### src/rtl/stopwatch_pkg.sv
// Shared definitions for the stopwatch controller: state encoding, display
// constants and default parameter values. Also used by the top-level display mux.
package stopwatch_pkg;

    // Operating states of the stopwatch sequencer.
    typedef enum logic [2:0] {
        ST_IDLE      = 3'd0,
        ST_RUN       = 3'd1,
        ST_PAUSE     = 3'd2,
        ST_LAP_RUN   = 3'd3,
        ST_LAP_PAUSE = 3'd4
    } sw_state_e;

    // seven_seg_fsm mode selecting the mm:ss.fff time format
    localparam logic [1:0]  MODE_TIME     = 2'd2;

    localparam int unsigned COUNT_W_DFLT  = 39;
    localparam int unsigned MAX_MS_DFLT   = 3599999;   // 59:59.999
    localparam int unsigned BLINK_MS_DFLT = 500;
    localparam logic [7:0]  DECS_DEF_DFLT = 8'b00101000;

    // States in which the millisecond counter advances.
    function automatic logic is_counting(input sw_state_e s);
        return (s == ST_RUN) || (s == ST_LAP_RUN);
    endfunction

    // States in which the decimal points blink.
    function automatic logic is_paused(input sw_state_e s);
        return (s == ST_PAUSE) || (s == ST_LAP_PAUSE);
    endfunction

    // States in which the display shows the frozen lap value.
    function automatic logic is_lap(input sw_state_e s);
        return (s == ST_LAP_RUN) || (s == ST_LAP_PAUSE);
    endfunction

endpackage

### src/rtl/stopwatch_blink_gen.sv
// Blink phase generator for the paused display. Counts ms strobes while
// enabled and toggles the phase every BLINK_MS strobes. Restart forces the
// counter to 0 and the phase to 1 (points lit). The next-state phase is also
// exported so the parent can register its decimal-point output in step.
module stopwatch_blink_gen #(
    parameter int unsigned BLINK_MS = 500
) (
    input  logic clock,
    input  logic reset,
    input  logic ms_tick,
    input  logic enable,
    input  logic restart,
    output logic phase,
    output logic phase_next
);

    localparam int unsigned   CNT_W = $clog2(BLINK_MS + 1);
    localparam logic [CNT_W-1:0] CNT_LAST = CNT_W'(BLINK_MS - 1);

    logic [CNT_W-1:0] blink_cnt_q, blink_cnt_d;
    logic             phase_q, phase_d;

    // Next-state: restart dominates, otherwise advance on each ms strobe.
    always_comb begin
        blink_cnt_d = blink_cnt_q;
        phase_d     = phase_q;
        if (restart) begin
            blink_cnt_d = '0;
            phase_d     = 1'b1;
        end else if (enable && ms_tick) begin
            if (blink_cnt_q == CNT_LAST) begin
                blink_cnt_d = '0;
                phase_d     = ~phase_q;
            end else begin
                blink_cnt_d = blink_cnt_q + CNT_W'(1);
            end
        end
    end

    // Counter and phase registers.
    always_ff @(posedge clock) begin
        if (reset) begin
            blink_cnt_q <= '0;
            phase_q     <= 1'b1;
        end else begin
            blink_cnt_q <= blink_cnt_d;
            phase_q     <= phase_d;
        end
    end

    assign phase      = phase_q;
    assign phase_next = phase_d;

endmodule

### src/rtl/stopwatch_controller.sv
// Stopwatch sequencer: start/stop, lap freeze and clear from debounced button
// pulses; counts 1 ms strobes and drives value, mode and decimal points for
// seven_seg_fsm. Lap support is compiled in with `STOPWATCH_LAP_EN.
// All outputs come straight from flops, loaded from next-state values so an
// input sampled at one edge is visible right after that edge.
module stopwatch_controller
    import stopwatch_pkg::*;
#(
    parameter int unsigned COUNT_W  = COUNT_W_DFLT,
    parameter int unsigned MAX_MS   = MAX_MS_DFLT,
    parameter int unsigned BLINK_MS = BLINK_MS_DFLT,
    parameter logic [7:0]  DECS_DEF = DECS_DEF_DFLT
) (
    input  logic               clock,
    input  logic               reset,
    input  logic               ms_tick,
    input  logic               btn_ss,
    input  logic               btn_lap,
    input  logic               btn_clr,
    output logic [COUNT_W-1:0] disp_value,
    output logic [1:0]         disp_mode,
    output logic [7:0]         disp_decs,
    output logic               running,
    output logic               lap_active,
    output logic               overflow
);

    localparam logic [COUNT_W-1:0] COUNT_MAX = COUNT_W'(MAX_MS);

    sw_state_e          state_q, state_d;
    logic [COUNT_W-1:0] count_q, count_d;
    logic               overflow_q, overflow_d;
    logic [COUNT_W-1:0] lap_val_q, lap_val_d;
    logic               lap_req;

    logic [COUNT_W-1:0] disp_value_q;
    logic [7:0]         disp_decs_q;
    logic               running_q;
    logic               lap_active_q;

    logic               blink_enable;
    logic               blink_restart;
    logic               blink_phase;
    logic               blink_phase_d;

`ifdef STOPWATCH_LAP_EN
    assign lap_req = btn_lap;
`else
    logic unused_btn_lap;
    assign unused_btn_lap = btn_lap;
    assign lap_req        = 1'b0;
`endif

    // FSM next state; clear beats start/stop beats lap, one transition per cycle.
    always_comb begin
        state_d = state_q;
        if (btn_clr) begin
            state_d = ST_IDLE;
        end else if (btn_ss) begin
            case (state_q)
                ST_IDLE:      state_d = ST_RUN;
                ST_RUN:       state_d = ST_PAUSE;
                ST_PAUSE:     state_d = ST_RUN;
`ifdef STOPWATCH_LAP_EN
                ST_LAP_RUN:   state_d = ST_LAP_PAUSE;
                ST_LAP_PAUSE: state_d = ST_LAP_RUN;
`endif
                default:      state_d = ST_IDLE;
            endcase
        end else if (lap_req) begin
            case (state_q)
                ST_RUN:       state_d = ST_LAP_RUN;
                ST_LAP_RUN:   state_d = ST_RUN;
                ST_LAP_PAUSE: state_d = ST_PAUSE;
                default:      state_d = state_q;
            endcase
        end
    end

    // FSM state register.
    always_ff @(posedge clock) begin
        if (reset) begin
            state_q <= ST_IDLE;
        end else begin
            state_q <= state_d;
        end
    end

    // Millisecond counter: advances on the current state, so a tick arriving
    // with the stop press still counts and one arriving with a clear is lost.
    always_comb begin
        count_d    = count_q;
        overflow_d = overflow_q;
        if (btn_clr) begin
            count_d    = '0;
            overflow_d = 1'b0;
        end else if (ms_tick && is_counting(state_q)) begin
            if (count_q == COUNT_MAX) begin
                count_d    = '0;
                overflow_d = 1'b1;
            end else begin
                count_d = count_q + COUNT_W'(1);
            end
        end
    end

    // Counter and sticky overflow registers.
    always_ff @(posedge clock) begin
        if (reset) begin
            count_q    <= '0;
            overflow_q <= 1'b0;
        end else begin
            count_q    <= count_d;
            overflow_q <= overflow_d;
        end
    end

`ifdef STOPWATCH_LAP_EN
    // Lap latch captures the pre-tick count on entry to LAP_RUN from RUN.
    always_comb begin
        lap_val_d = lap_val_q;
        if (btn_clr) begin
            lap_val_d = '0;
        end else if ((state_q == ST_RUN) && (state_d == ST_LAP_RUN)) begin
            lap_val_d = count_q;
        end
    end

    // Lap value register.
    always_ff @(posedge clock) begin
        if (reset) begin
            lap_val_q <= '0;
        end else begin
            lap_val_q <= lap_val_d;
        end
    end
`else
    assign lap_val_d = '0;
    assign lap_val_q = '0;
`endif

    // Blink restarts on every entry into a paused state (including the
    // LAP_PAUSE -> PAUSE hop) and is held at phase 1 everywhere else.
    assign blink_enable  = is_paused(state_q);
    assign blink_restart = !is_paused(state_d) || (state_d != state_q);

    stopwatch_blink_gen #(
        .BLINK_MS (BLINK_MS)
    ) u_blink (
        .clock      (clock),
        .reset      (reset),
        .ms_tick    (ms_tick),
        .enable     (blink_enable),
        .restart    (blink_restart),
        .phase      (blink_phase),
        .phase_next (blink_phase_d)
    );

    // Output registers loaded from next-state values.
    always_ff @(posedge clock) begin
        if (reset) begin
            disp_value_q <= '0;
            disp_decs_q  <= DECS_DEF;
            running_q    <= 1'b0;
            lap_active_q <= 1'b0;
        end else begin
            disp_value_q <= is_lap(state_d) ? lap_val_d : count_d;
            disp_decs_q  <= (is_paused(state_d) && !blink_phase_d) ? 8'h00 : DECS_DEF;
            running_q    <= is_counting(state_d);
            lap_active_q <= is_lap(state_d);
        end
    end

    logic unused_blink_phase;
    assign unused_blink_phase = blink_phase;

    assign disp_value = disp_value_q;
    assign disp_mode  = MODE_TIME;
    assign disp_decs  = disp_decs_q;
    assign running    = running_q;
    assign lap_active = lap_active_q;
    assign overflow   = overflow_q;

endmodule

### config.mk
export PLATFORM = sky130hd
export DESIGN_NAME = stopwatch_controller
export DESIGN_NICKNAME = d
export VERILOG_FILES = /design/src/rtl/stopwatch_pkg.sv /design/src/rtl/stopwatch_blink_gen.sv /design/src/rtl/stopwatch_controller.sv
export SDC_FILE = /design/constraint.sdc
export NUM_CORES = 1
export LEC_CHECK = 0
export CORE_UTILIZATION = 55
export DETAILED_ROUTE_END_ITERATION = 10
export PLACE_DENSITY = 0.81
export SLEW_MARGIN = 25
export SYNTH_ARGS = -nofsm -noshare
export SYNTH_HDL_FRONTEND = slang
export SYNTH_SLANG_ARGS = --single-unit
### constraint.sdc
create_clock -name clock -period 3.48 [get_ports clock]
set_input_delay 0.522 -clock clock [delete_from_list [all_inputs] [get_ports clock]]
set_output_delay 0.522 -clock clock [all_outputs]
set_load 0.01 [all_outputs]
==> reports/metrics.yaml <==
synthDistinctLibCells: 43
drt-total-wl_mm: 7.31
timing_hold_violations_final: 0
post-cts-setup-buffer-count: 0
leakage_nw: 1.53
rows: 30
cp_slowest_cell: "or4b_2"
portBuffers: 48
drt_iter0_drc: 96
cp_max_fo: 21
setup_tns_ns: 0
synth_area_per_cell_sq_um: 9.29
slew_headroom_pct: 48.2
tightest_slew_ns: 0.775
vias: 2929
final_cell_mix: "nor2_1, dfxtp_1, clkdlybuf4s50_1"
cp_top_family: "simple AND/OR/NAND/NOR gates"
antenna_found_initial: 0
dieArea_sq_mm: 0.00729
yosys_warnings: 0
crit_buf_inv: 1
critPathArrivalTime_ns: 2.73
syn_area_sq_mm: 0.00383
final_nets: 463
end_kind: "register"
yosys_register_bits: 95
final_common_cell: "nor2_1"
drtAntennaViolNets: 0
min_period_over_period_pct: 71.3
grt_max_degree: 40
path_cells: "or4b_2 -> nor4_1 -> nand4_1 -> o211ai_2 -> buf_4 -> a21oi_1"
finalSetupViolations: 0
grt-ovfl-total: 0
n_antenna_cell: 0
place.gp.congestion: 0.883
die_x_um: 85.4
start_kind: "register"
cap_viol_max_count: 0
status: "finished clean"
max_stage_delay_ns: 0.68
clock-sinks: 95
clock_skew_ns: 0.00798
drc_errors: 0
die-height_um: 85.4
core_sq_mm: 0.00676
track_usage_pct: 22.4
area_growth_pct: 17.9
nFillCells: 541
firstDrtPassIters: 4
cts_buffer_depth: 2
pin_count: 58
crit_type: "reg2reg"
cts_made_buffers: 9
wire_per_inst_um: 13.5
cp.required_ns: 3.73
power_density_mw_per_mm2: 419
cts_tree: "yes"
cts_resized: 0
root_buffer: "clkbuf_8"
vias_per_cell: 5.42
grt_first_pass_wirelength_mm: 12.7
final_max_slew_viol_count: 0
syn-instance-count: 412
rsz0062_at_grt: "no"
start_util_pct: 56.6
path_clk_slew_ns: 0.09
synth-seq-area-share_pct: 49.7
fmax_ghz: 0.403
vdd_drop_max_uv: 316
hold_class: "reg2reg"
grt_pass1_vias: 2776
post_dp_cell_area_sq_mm: 0.00429
htree_levels: 3
fin_area_sq_mm: 0.00451
cts_hold_buffers: 0
place_hpwl_mm: 5.09
drive_above_1_share_pct: 7.61
final.min_clock_period_ns: 2.48
clk_latency_ns: 0.37
## layout make-up
cell class	instances	area, sq um	area share [%]
sequential	95	1900	42.2
multi-input combinational	294	1770	39.3
timing repair buffer	51	503	11.1
clock buffer	12	165	3.66
tap	80	100	2.22
clock inverter	4	52.6	1.16
inverter	4	15.0	0.333
## registers in the layout (all words and copies together) (netlist names)
| signal | flops |
|---|---|
| disp_value | 39 |
| disp_decs | 1 |
| lap_active | 1 |
| u_blink.phase | 1 |
| overflow | 1 |
| u_blink.blink_cnt_q | 9 |
| running | 1 |
| count_q | 39 |
| state_q | 3 |
## worst paths after layout
kind | cells after the start | slack, ns | startpoint | endpoint
setup / recovery | 6 | 1.0 | count_q[24]$_SDFF_PP0_ | disp_value[31]$_SDFF_PP0_
hold / removal | 2 | 0.47 | overflow$_SDFFE_PP0P_ | overflow$_SDFFE_PP0P_
setup reg to reg | 6 | 1.0 | count_q[24]$_SDFF_PP0_ | disp_value[31]$_SDFF_PP0_
hold reg to reg | 2 | 0.47 | overflow$_SDFFE_PP0P_ | overflow$_SDFFE_PP0P_
## kinds of logic (layout without fill, tap and decap cells)
family                   count (synthesis)  after routing  synth area share [%]
flip-flops                              95             95                  49.7
AO/OA/AOI/OAI                            8              8                  1.54
adder cells (fa/ha/maj)                  2              2                 0.654
AND/OR/NAND/NOR                        226            226                  31.9
XOR/XNOR                                47             47                  10.8
multiplexers                             3              3                 0.785
buffers and inverters                   29             71                  4.51
other                                    2              8                 0.196
## layer usage
layer | wire length [um] | up-vias | global-route usage (%)
met4 | 256 | 0 | 14.1
met5 | 0 | - | 0
met3 | 259 | 22 | 4.67
met2 | 3450 | 61 | 35.5
li1 | - | 1453 | -
met1 | 3340 | 1393 | 27.7
## report_power, final
group	internal, mW	switching [mW]	leakage (nW)
Combinational	0.0120	0.0273	0.667
Clock	0.390	0.371	0.101
Sequential	1.09	0.00229	0.765
Total	1.49	0.401	1.53
## per-stage QoR
step                      setup WS, ns  hold WS, ns  util, %  power [mW]  instances
after floorplan                   1.58        0.460        -        1.15        418
after global placement           0.721        0.458     63.6        1.15        524
after detailed placement         0.671        0.460     63.6        1.15        524
after CTS                        0.998        0.472     66.8        1.91        540
after global routing             0.831        0.494     66.8        1.96        540
final                            0.998        0.473     66.8        1.89        540
## worst reg2reg max path, delay by kind of cell (launching register included)
family | cells | cell delay [ns]
flops | 1 | 0.38
compound gates | 2 | 0.43
buf+inv | 1 | 0.38
simple gates | 3 | 1.17
## synth_stat cells, drive strengths merged
library cell | n | area (sq um)
a22oi | 1 | 7.51
nor4 | 12 | 169
nor2b | 2 | 12.5
conb | 2 | 7.51
nor3b | 2 | 20.0
o211ai | 1 | 12.5
nand2b | 1 | 6.26
o21ai | 1 | 5.00
o31a | 1 | 8.76
nand3 | 17 | 85.1
ha | 2 | 25.0
a21oi | 2 | 10.0
and4 | 4 | 35.0
mux2i | 3 | 30.0
nand4b | 1 | 8.76
nand2 | 27 | 101
or4b | 2 | 20.0
xnor2 | 32 | 280
nor3 | 18 | 90.1
or3 | 2 | 12.5
nand3b | 1 | 20.0
nand4bb | 1 | 11.3
nand4 | 16 | 100
nor2 | 100 | 375
and2 | 3 | 20.0
and3 | 7 | 43.8
clkbuf | 4 | 15.0
buf | 21 | 143
nor4b | 1 | 8.76
or4 | 9 | 78.8
xor2 | 15 | 131
dfxtp | 95 | 1900
a21boi | 2 | 15.0
inv | 4 | 15.0
Note: power is estimated with default switching activity, not from simulation.
